[config.mk]
export PLATFORM = sky130hd
export DESIGN_NAME = conv_mac_engine
export DESIGN_NICKNAME = d
export VERILOG_FILES = /design/src/rtl/conv_mac_engine.sv
export SDC_FILE = /design/constraint.sdc
export NUM_CORES = 1
export LEC_CHECK = 0
export ABC_AREA = 1
export ABC_CLOCK_PERIOD_IN_PS = 7200
export BUFFER_PORTS_ARGS = -buffer_cell sky130_fd_sc_hd__buf_2
export CAP_MARGIN = 20
export CORE_UTILIZATION = 25
export DETAILED_ROUTE_END_ITERATION = 10
export PLACE_DENSITY = 0.44
export RECOVER_POWER = 100
export SLEW_MARGIN = 20
export SYNTH_ARGS = -nofsm -noshare
export SYNTH_HDL_FRONTEND = slang
export SYNTH_SLANG_ARGS = --single-unit
[constraint.sdc]
create_clock -name clk -period 7.2 [get_ports clk]
set_clock_uncertainty 0.15 [all_clocks]
set_input_delay 0.72 -clock clk [delete_from_list [all_inputs] [get_ports clk]]
set_output_delay 0.72 -clock clk [all_outputs]
set_load 0.005 [all_outputs]
[src/rtl/conv_mac_engine.sv]
// Multi-pass convolution MAC: accepts one window/kernel/bias, accumulates LANES
// products per cycle over TAPS/LANES passes, then holds the result until taken.
module conv_mac_engine #(
    parameter int DATA_W = 8,
    parameter int TAPS   = 9,
    parameter int LANES  = 3,
    parameter int SIGNED = 0,
    localparam int ACC_W = 2 * DATA_W + $clog2(TAPS) + 1
) (
    input  logic                     clk,
    input  logic                     rst,
    input  logic                     in_valid,
    output logic                     in_ready,
    input  logic [TAPS*DATA_W-1:0]   window_data,
    input  logic [TAPS*DATA_W-1:0]   kernel_data,
    input  logic [ACC_W-1:0]         bias,
    input  logic                     relu_en,
    output logic                     out_valid,
    input  logic                     out_ready,
    output logic [ACC_W-1:0]         out_sum,
    output logic                     busy
);

    localparam int PASSES = TAPS / LANES;
    localparam int P_W    = (PASSES > 1) ? $clog2(PASSES) : 1;
    localparam int PROD_W = 2 * DATA_W;
    localparam logic [P_W-1:0] P_LAST   = P_W'(PASSES - 1);
    localparam logic           SIGNED_B = (SIGNED != 0);

    generate
        if ((LANES < 1) || (TAPS % LANES != 0)) begin : g_bad_cfg
            $error("conv_mac_engine: TAPS must be a positive multiple of LANES");
        end
    endgenerate

    typedef enum logic [1:0] {
        IDLE = 2'd0,
        MAC  = 2'd1,
        DONE = 2'd2
    } state_t;

    state_t                    state_reg;
    logic [TAPS*DATA_W-1:0]    window_reg;
    logic [TAPS*DATA_W-1:0]    kernel_reg;
    logic                      relu_reg;
    logic [P_W-1:0]            p_reg;
    logic [ACC_W-1:0]          acc_reg;
    logic [ACC_W-1:0]          out_sum_reg;
    logic                      out_valid_reg;

    logic [ACC_W-1:0]          lane_prod [LANES];
    logic [ACC_W-1:0]          pass_sum;
    logic [ACC_W-1:0]          acc_next;
    logic                      relu_hit;
    logic                      accept;

    // The operand registers shift down one pass per MAC cycle, so the lanes
    // always read the lowest LANES taps and need no variable indexing.
    generate
        for (genvar gi = 0; gi < LANES; gi++) begin : g_lane
            logic [DATA_W-1:0] a;
            logic [DATA_W-1:0] b;
            assign a = window_reg[gi*DATA_W +: DATA_W];
            assign b = kernel_reg[gi*DATA_W +: DATA_W];
            if (SIGNED_B) begin : g_signed
                logic signed [PROD_W-1:0] prod;
                assign prod = $signed(a) * $signed(b);
                assign lane_prod[gi] = {{(ACC_W-PROD_W){prod[PROD_W-1]}}, prod};
            end else begin : g_unsigned
                logic [PROD_W-1:0] prod;
                assign prod = a * b;
                assign lane_prod[gi] = {{(ACC_W-PROD_W){1'b0}}, prod};
            end
        end
    endgenerate

    always_comb begin
        pass_sum = '0;
        for (int i = 0; i < LANES; i++) begin
            pass_sum = pass_sum + lane_prod[i];
        end
    end

    assign acc_next = acc_reg + pass_sum;
    assign relu_hit = SIGNED_B && relu_reg && acc_next[ACC_W-1];
    assign in_ready = (state_reg == IDLE) || ((state_reg == DONE) && out_ready);
    assign accept   = in_valid && in_ready;

    always_ff @(posedge clk or negedge rst) begin
        if (!rst) begin
            state_reg     <= IDLE;
            window_reg    <= '0;
            kernel_reg    <= '0;
            relu_reg      <= 1'b0;
            p_reg         <= '0;
            acc_reg       <= '0;
            out_sum_reg   <= '0;
            out_valid_reg <= 1'b0;
        end else if (accept) begin
            // Also covers the DONE handshake that coincides with a new window.
            window_reg    <= window_data;
            kernel_reg    <= kernel_data;
            relu_reg      <= relu_en;
            acc_reg       <= bias;
            p_reg         <= '0;
            out_valid_reg <= 1'b0;
            state_reg     <= MAC;
        end else begin
            case (state_reg)
                MAC: begin
                    acc_reg    <= acc_next;
                    window_reg <= window_reg >> (LANES * DATA_W);
                    kernel_reg <= kernel_reg >> (LANES * DATA_W);
                    if (p_reg == P_LAST) begin
                        out_sum_reg   <= relu_hit ? '0 : acc_next;
                        out_valid_reg <= 1'b1;
                        state_reg     <= DONE;
                    end else begin
                        p_reg <= p_reg + P_W'(1);
                    end
                end
                DONE: begin
                    if (out_ready) begin
                        out_valid_reg <= 1'b0;
                        state_reg     <= IDLE;
                    end
                end
                IDLE: begin
                    state_reg <= IDLE;
                end
                default: begin
                    state_reg <= IDLE;
                end
            endcase
        end
    end

    assign out_sum   = out_sum_reg;
    assign out_valid = out_valid_reg;
    assign busy      = (state_reg == MAC);

endmodule

Yosys cells after proc, flatten, opt, wreduce, memory -nomap -nowiden
Cells that the tools add are included.
{"block": "classes", "add_sub_neg": 4, "mux": 17, "n_reduce_logical": 10, "eq_ne": 6, "mul": 3, "bitwise_logic": 1}
{"operator": "72-bit 2-to-1 mux", "count": 4}
{"operator": "8-bit by 8-bit multiplier with 16-bit output", "count": 3}
{"operator": "21-bit 2-to-1 mux", "count": 2}
{"operator": "21-bit by 18-bit adder with 21-bit output", "count": 1}
{"operator": "17-bit by 16-bit adder with 18-bit output", "count": 1}
{"operator": "16-bit by 16-bit adder with 17-bit output", "count": 1}
{"operator": "2-bit 2-to-1 mux", "count": 6}
{"operator": "3-bit AND reduction", "count": 2}
{"operator": "2-bit == test, second input constant", "count": 2}
{"operator": "2-bit case mux with 2 select lines", "count": 1}
{"operator": "2-bit AND reduction", "count": 2}
{"operator": "1-bit 2-to-1 mux", "count": 3}
{"operator": "3-bit by 1-bit != test with 1-bit output, second input constant", "count": 1}
{"operator": "3-bit != test, second input constant", "count": 1}
{"operator": "3-bit nonzero test", "count": 1}
{"operator": "2-bit by 1-bit adder with 2-bit output, second input constant", "count": 1}
{"operator": "2-bit by 1-bit == test with 1-bit output, second input constant", "count": 1}
{"operator": "1-bit logical AND", "count": 2}
{"operator": "2-bit logical NOT", "count": 1}
{"operator": "2-bit != test, second input constant", "count": 1}
{"operator": "1-bit case mux with 2 select lines", "count": 1}
{"operator": "2-bit nonzero test", "count": 1}
{"operator": "1-bit logical OR", "count": 1}
{"operator": "1-bit NOT", "count": 1}
{"block": "totals", "output_inout_bits": 24, "regBits": 191, "input_bits": 170, "word_cells": 48}

Logic depth before layout (Yosys ltp)
Gate-level depths: netlist of the first run.
{"block": "logic_depth", "depth_word": 6, "depth_mapped": 28, "depth_no_buf": 27}

Worst setup path before layout of the first run
Ideal clock, no wire load.
{"block": "synth_path", "path_kind": "flip-flop to flip-flop", "start": "reg kernel_reg[0]", "end": "reg acc_reg[15]", "setup_slack_ps": 1597, "path_stages_with_launch": 25, "path_buffers": 1, "t_arrival_ps": 5335, "cell_sequence": "dfrtp_1 -> clkbuf_1 -> nand2_1 -> inv_1 -> fa_1 -> inv_1 -> fa_1 -> fa_1 -> inv_1 -> fa_1 -> inv_1 -> fa_1 -> fa_1 -> fa_1 -> inv_1 -> ha_1 -> nand2_1 -> nor2_1 -> nand3_1 -> nand3_1 -> nand2_1 -> nand2_1 -> nand2_1 -> nand3_1 -> nand2_1"}
{"block": "synth_between", "elab_chain_len": 6}
{"item": "start: declaration", "line": "44", "text": "logic [TAPS*DATA_W-1:0] kernel_reg;"}
{"item": "start signal: assignment", "line": "102", "text": "kernel_reg <= kernel_data;"}
{"item": "start signal: assignment", "line": "113", "text": "kernel_reg <= kernel_reg >> (LANES * DATA_W);"}
{"item": "8-bit by 8-bit multiplier with 16-bit output", "line": "71", "text": "assign prod = a * b;"}
{"item": "16-bit by 16-bit adder with 17-bit output", "line": "80", "text": "pass_sum = pass_sum + lane_prod[i];"}
{"item": "17-bit by 16-bit adder with 18-bit output", "line": "80"}
{"item": "21-bit by 18-bit adder with 21-bit output", "line": "84", "text": "assign acc_next = acc_reg + pass_sum;"}
{"item": "21-bit 2-to-1 mux", "line": "109", "text": "case (state_reg)"}
{"item": "21-bit 2-to-1 mux", "line": "99", "text": "end else if (accept) begin"}
{"item": "end signal: assignment", "line": "104", "text": "acc_reg <= bias;"}
{"item": "end signal: assignment", "line": "111", "text": "acc_reg <= acc_next;"}
{"item": "end: declaration", "line": "47", "text": "logic [ACC_W-1:0] acc_reg;"}
No other way between the ends. The select of a mux whose other input is x is not followed.
A chain may end at the register's enable or synchronous reset.

Worst setup path after layout of the first run
{"block": "layout_path", "start": "reg window_reg[16]", "end": "reg acc_reg[16]"}
{"block": "layout_between", "elab_chain_len": 5}
{"item": "start: declaration", "line": "43", "text": "logic [TAPS*DATA_W-1:0] window_reg;"}
{"item": "start signal: assignment", "line": "101", "text": "window_reg <= window_data;"}
{"item": "start signal: assignment", "line": "112", "text": "window_reg <= window_reg >> (LANES * DATA_W);"}
{"item": "8-bit by 8-bit multiplier with 16-bit output", "line": "71"}
{"item": "17-bit by 16-bit adder with 18-bit output", "line": "80"}
{"item": "21-bit by 18-bit adder with 21-bit output", "line": "84"}
{"item": "21-bit 2-to-1 mux", "line": "109"}
{"item": "21-bit 2-to-1 mux", "line": "99"}
No other way between the ends. The select of a mux whose other input is x is not followed.

==> results of run 1 <==
[final cells by class]
cell class | count | area [sq um] | area share
tap | 837 | 1050 | 0.0580
timing repair buffer | 205 | 1030 | 0.0573
antenna | 2 | 5.00 | 0.000277
inverter | 503 | 1890 | 0.105
clock inverter | 15 | 190 | 0.0105
clock buffer | 17 | 425 | 0.0235
sequential | 191 | 4780 | 0.265
multi-input combinational | 1090 | 8690 | 0.481
[placed cells by master (no fill, tap or decap)]
| cell | n |
|---|---|
| a32o_1 | 3 |
| a22oi_1 | 3 |
| nor3_1 | 2 |
| clkbuf_16 | 17 |
| and2_1 | 2 |
| xor2_1 | 3 |
| bufinv_16 | 2 |
| o21ai_0 | 40 |
| a22o_1 | 31 |
| buf_2 | 171 |
| nand2_2 | 1 |
| clkbuf_2 | 1 |
| inv_4 | 1 |
| xnor2_1 | 2 |
| dfrtp_1 | 191 |
| nand2_1 | 528 |
| nand3b_1 | 12 |
| clkinv_4 | 1 |
| inv_2 | 2 |
| inv_1 | 500 |
| clkbuf_1 | 23 |
| o21ai_1 | 3 |
| inv_8 | 4 |
| o221ai_1 | 23 |
| buf_4 | 9 |
| a21oi_1 | 17 |
| nand3_1 | 37 |
| buf_12 | 1 |
| clkinvlp_4 | 1 |
| o211ai_1 | 78 |
| inv_6 | 6 |
| nor2_4 | 1 |
| nor2_1 | 22 |
| diode_2 | 2 |
| ha_1 | 105 |
| fa_1 | 177 |
| clkinv_8 | 1 |
[critical path, cell delays in order, from the launching register on]
cell and delay, ps:
dfrtp_1 700, nand2_1 160, fa_1 520, fa_1 510
inv_1 50, fa_1 570, fa_1 470, fa_1 510
fa_1 510, inv_1 50, fa_1 470, inv_1 40
ha_1 320, a21oi_1 230, nand2_1 120, nand2_1 80
nand3_1 240, nand2_1 170, nand2_1 60, nand2_1 70
nand3_1 90, nand2_1 130
[routing by layer]
layer / vias to the layer above / routed length, microns
met1: 5919 / 20200
met3: 48 / 1790
met2: 184 / 21500
met4: 8 / 689
li1: 5874 / -
met5: - / 56
[kinds of logic (layout without fill, tap and decap cells)]
group           Yosys count  count (layout)  synth area share
fa+ha+maj               282             282             0.307
other cells               0               2                 0
buf+inv                 601             740             0.149
flops                   191             191             0.302
simple gates            605             605             0.151
xor+xnor                  5               5           0.00276
compound gates          198             198            0.0898
[through the flow]
step                instance area [sq um]  instances
floorplan                           15800       1882
global placement                    17500       2826
detailed placement                  17500       2826
CTS                                 18100       2858
global route                        18100       2858
finish                              18100       2860
[worst max path at each step]
stage               slack, ps                    endpoint                  startpoint
global placement          870     acc_reg[16]$_DFFE_PN0P_  window_reg[16]$_DFFE_PN0P_
finish                    870     acc_reg[16]$_DFFE_PN0P_  window_reg[16]$_DFFE_PN0P_
detailed placement        930     acc_reg[16]$_DFFE_PN0P_  window_reg[16]$_DFFE_PN0P_
CTS                       870     acc_reg[16]$_DFFE_PN0P_  window_reg[16]$_DFFE_PN0P_
global route              400  kernel_reg[32]$_DFFE_PN0P_    state_reg[1]$_DFFE_PN0P_
floorplan                1600     acc_reg[15]$_DFFE_PN0P_   kernel_reg[0]$_DFFE_PN0P_
==> out/qor.csv, run 1 <==
stage,metric,value,unit
outcome,status,finished with violations,
outcome,violations,"max-capacitance violations, max-slew violations",
logic_synthesis,yosys-top-cells-area,"dfrtp_1, fa_1, nand2_1",
sta,whs,290,ps
logic_synthesis,synth_top_area_share,0.302,
critical_path,r2r-start,window_reg[16]$_DFFE_PN0P_,
finish,final_core_util,0.291,
sta,worst_slack,874,ps
cts,root_buffer,clkbuf_16,
sta,max-slew-margin-rel,-1.04,
cts,ctsHtreeMaxLevel,4,
detailed_routing,drc,0,
min_path,hp-class,in -> reg,
floorplanning,die-area,64400,sq um
floorplanning,core,62200,sq um
min_path,min_to,kernel_reg[70]$_DFFE_PN0P_,
logic_synthesis,synthCells,1882,
critical_path,critPathArrivalTime,6590,ps
global_route,grt.busiest_layer,met2,
logic_synthesis,async_flop_share,1.00,
global_route,track_usage,0.147,
logic_synthesis,ys.flop_type,dfrtp_1,
cts,ctsHoldBuffers,0,
min_path,hold_depth,3,
placement,preCtsSetupSlack,928,ps
sta,tns,0,ps
global_route,gr-usage-met1,0.188,
global_route,use_met2,0.249,
critical_path,start_kind,flip-flop,
logic_synthesis,ys_ff_latch,191,
critical_path,r2r-end,acc_reg[16]$_DFFE_PN0P_,
logic_synthesis,yosysTopAreaCell,dfrtp_1,
logic_synthesis,ys_warn_count,0,
logic_synthesis,synth_most_common_cell,nand2_1,
min_path,hp-start,kernel_data[70],
critical_path,crit_type,reg -> reg,
sta,setup_viol,0,
logic_synthesis,syn_area_per_cell,8.42,sq um
detailed_routing,wl_per_cell,15.5,microns
logic_synthesis,netlist_area,15800,sq um
cts,post_cts_buffers,0,
finish,nets,2460,
global_route,grt_pass1_vias,13214,
sta,rsz0062_at_grt,false,
cts,clk_pin_slew,80,ps
floorplanning,rows,91,
sta,fin_crit_sh,0.879,
finish,drive_gt1_frac,0.108,
detailed_routing,avgViaCountPerCell,4.21,
logic_synthesis,synth_commonest_cells,"nand2_1, inv_1, dfrtp_1",
placement,hpwl,36000,microns
global_route,grt_max_degree,139,
critical_path,cp.required,7460,ps
cts,numCtsBuffers,17,
cts,cts_tree,yes,
detailed_routing,ant_nets,0,
sta,maxSlewViolCount,245,
sta,fmax,158,MHz
global_route,antenna_found_initial,5,
cts,cts_buffer_depth,2,
finish,num-fill-cells,6765,
critical_path,r2r_slack,870,ps
sta,min_period,6330,ps
placement,numPortBuffers,192,
cts,ctsResizeCount,0,
global_route,met3_usage,0.0322,
detailed_routing,finalWirelength,44200,microns
cts,cts_sinks,191,
detailed_routing,dr.pass1.iters,5,
detailed_routing,drt_iter0_drc,527,
floorplanning,start_util,0.255,
logic_synthesis,yosysSeqAreaShare,0.302,
placement,gp_congestion,0.866,
critical_path,worstSetupEndpointType,flip-flop,
floorplanning,num_io_pins,194,
cts,clock_latency,490,ps
critical_path,crit_fanout,9,
sta,hold_viol_final,0,
sta,tightest_slew,3060,ps
floorplanning,dieHeight,254,microns
run,drv_cap,4,
critical_path,reg2reg_depth,21,
finish,area_growth,14.0,%
detailed_routing,vias,12033,
logic_synthesis,synth_edf_count,0,
floorplanning,dieWidth,254,microns
logic_synthesis,synth_cell_types,30,
global_route,grt_overflow_total,0,
logic_synthesis,syn_nets,2334,
global_route,grt_pass1_wl,72100,microns
Power of run 1 is not shown: default switching activity piles up to over one toggle a cycle in this logic, so the estimate is an artifact.
==> run 2, diff against run 1 <==
--- a/config.mk
+++ b/config.mk
@@ -10,7 +10,9 @@
 export BUFFER_PORTS_ARGS = -buffer_cell sky130_fd_sc_hd__buf_2
 export CAP_MARGIN = 20
 export CORE_UTILIZATION = 25
+export CTS_BUF_LIST = sky130_fd_sc_hd__clkbuf_4 sky130_fd_sc_hd__clkbuf_8
 export DETAILED_ROUTE_END_ITERATION = 10
+export GPL_TIMING_DRIVEN = 1
 export PLACE_DENSITY = 0.44
 export RECOVER_POWER = 100
 export SLEW_MARGIN = 20
==> out/qor.csv, run 2 (synthesized netlist as in run 1, its figures left out) <==
stage,metric,value,unit,change
min_path,hp-class,in -> reg,,unchanged
run,drv_cap,5,,was 4
detailed_routing,avgViaCountPerCell,4.22,,was 4.21
critical_path,max_stage_delay,720,ps,was 700 ps
sta,tns,0,ps,unchanged
detailed_routing,finalWirelength,44300,microns,"was 44,200 microns"
critical_path,reg2reg_depth,21,,unchanged
floorplanning,dieHeight,254,microns,unchanged
cts,ctsResizeCount,0,,unchanged
sta,max-slew-margin-rel,-1.01,,was -1.04
critical_path,r2r-end,acc_reg[16]$_DFFE_PN0P_,,unchanged
detailed_routing,wl_per_cell,15.5,microns,about the same
detailed_routing,ant_nets,0,,unchanged
cts,cts_sinks,191,,unchanged
cts,numCtsBuffers,17,,unchanged
finish,nets,2461,,"was 2,460"
finish,area_growth,12.8,%,was 14.0%
cts,clock_latency,560,ps,was 490 ps
critical_path,crit_type,reg -> reg,,unchanged
critical_path,r2r_slack,820,ps,was 870 ps
cts,cts_buffer_depth,2,,unchanged
floorplanning,dieWidth,254,microns,unchanged
sta,whs,210,ps,was 290 ps
cts,ctsHoldBuffers,1,,was 0
placement,preCtsSetupSlack,928,ps,unchanged
critical_path,critPathLaunch,window_reg[16]$_DFFE_PN0P_,,unchanged
detailed_routing,vias,12071,,"was 12,033"
critical_path,worstSetupEndpointType,flip-flop,,unchanged
finish,final_cell_mix,"nand2_1, inv_1, dfrtp_1, fa_1, buf_2",,unchanged
detailed_routing,dr.pass1.iters,5,,unchanged
finish,num-fill-cells,6779,,"was 6,765"
sta,maxSlewViolCount,385,,was 245
global_route,track_usage,0.147,,about the same
finish,layout_commonest_cell,nand2_1,,unchanged
placement,numPortBuffers,192,,unchanged
sta,hold_viol_final,0,,unchanged
critical_path,crit_fanout,9,,unchanged
floorplanning,num_io_pins,194,,unchanged
critical_path,start_kind,flip-flop,,unchanged
critical_path,cpMaxStageDelayCell,dfrtp_1,,unchanged
floorplanning,die-area,64400,sq um,unchanged
critical_path,critPathArrivalTime,6710,ps,was 6590 ps
detailed_routing,drt_iter0_drc,520,,was 527
global_route,antenna_found_initial,5,,unchanged
sta,min_period,6380,ps,was 6330 ps
sta,tightest_slew,3020,ps,was 3060 ps
finish,final_core_util,0.287,,was 0.291
cts,clk_pin_slew,130,ps,was 80 ps
global_route,grt_overflow_total,0,,unchanged
finish,drive_gt1_frac,0.108,,about the same
sta,fin_crit_sh,0.885,,was 0.879
sta,setup_viol,0,,unchanged
placement,gp_congestion,0.866,,unchanged
outcome,violations,"max-capacitance violations, max-slew violations",,unchanged
critical_path,cp.required,7540,ps,was 7460 ps
floorplanning,start_util,0.255,,unchanged
global_route,grt_pass1_vias,13194,,"was 13,214"
cts,ctsHtreeMaxLevel,4,,unchanged
sta,worst_slack,825,ps,was 874 ps
critical_path,r2r-start,window_reg[16]$_DFFE_PN0P_,,unchanged
floorplanning,rows,91,,unchanged
placement,hpwl,36000,microns,unchanged
sta,rsz0062_at_grt,false,,unchanged
cts,post_cts_buffers,0,,unchanged
sta,fmax,157,MHz,was 158 MHz
critical_path,critPathCapture,acc_reg[16]$_DFFE_PN0P_,,unchanged
cts,cts_tree,yes,,unchanged
detailed_routing,drc,0,,unchanged
cts,root_buffer,clkbuf_8,,was clkbuf_16
global_route,grt_max_degree,139,,unchanged
floorplanning,core,62200,sq um,unchanged
outcome,status,finished with violations,,unchanged
global_route,grt_pass1_wl,72000,microns,"was 72,100 microns"
critical_path,path_cells,"nand2_1, fa_1, fa_1, inv_1, fa_1, fa_1, fa_1, fa_1, inv_1, fa_1, inv_1, ha_1, a21oi_1, nand2_1, nand2_1, nand3_1, nand2_1, nand2_1, nand2_1, nand3_1, nand2_1",,unchanged
## run 2: cell types whose count changed in the layout (fill, tap and decap cells not counted), sizes merged
cell         delta
dlygate4sd3     +1
clkbuf          +1
buf             -1
## run 2: area by class of cell
type / instances / area (sq um) / area share
Tap cell: 837 / 1050 / 0.0586
Timing Repair Buffer: 206 / 1030 / 0.0578
Clock inverter: 15 / 190 / 0.0106
Multi-Input combinational cell: 1090 / 8690 / 0.486
Clock buffer: 17 / 234 / 0.0131
Antenna cell: 2 / 5.00 / 0.000280
Inverter: 503 / 1890 / 0.106
Sequential cell: 191 / 4780 / 0.267
## run 2: through the flow
| step | instance area [sq um] | instances |
|---|---|---|
| floorplan | 15800 | 1882 |
| global placement | 17500 | 2826 |
| detailed placement | 17500 | 2826 |
| CTS | 17900 | 2859 |
| global route | 17900 | 2859 |
| finish | 17900 | 2861 |
## run 2: critical path: cells and delay by family, from the launching register on
kind | cells | cell delay [ps]
AO/OA/AOI/OAI | 1 | 240
adder cells (fa/ha/maj) | 8 | 3880
buffers and inverters | 3 | 140
flip-flops | 1 | 720
AND/OR/NAND/NOR | 9 | 1150
## run 2: worst min-delay path by stage
stage                            start                         end  slack, ps  cells past startpoint
6_report               kernel_data[62]  kernel_reg[62]$_DFFE_PN0P_        210                      3
5_1_grt                kernel_data[38]  kernel_reg[38]$_DFFE_PN0P_        170                      3
4_1_cts                kernel_data[62]  kernel_reg[62]$_DFFE_PN0P_        150                      3
3_5_place_dp   out_sum[11]$_DFFE_PN0P_     out_sum[11]$_DFFE_PN0P_        310                      2
3_3_place_gp   out_sum[11]$_DFFE_PN0P_     out_sum[11]$_DFFE_PN0P_        310                      2
2_1_floorplan                      rst      acc_reg[0]$_DFFE_PN0P_        270                      0
## run 2: routing by layer
metal,GRT usage,vias to the layer above,wire length (microns)
met5,0,-,56
met4,0.0346,8,603
met3,0.0338,39,1860
met2,0.249,193,21600
met1,0.188,5963,20100
li1,-,5868,-
Power of run 2 is left out for the same reason.
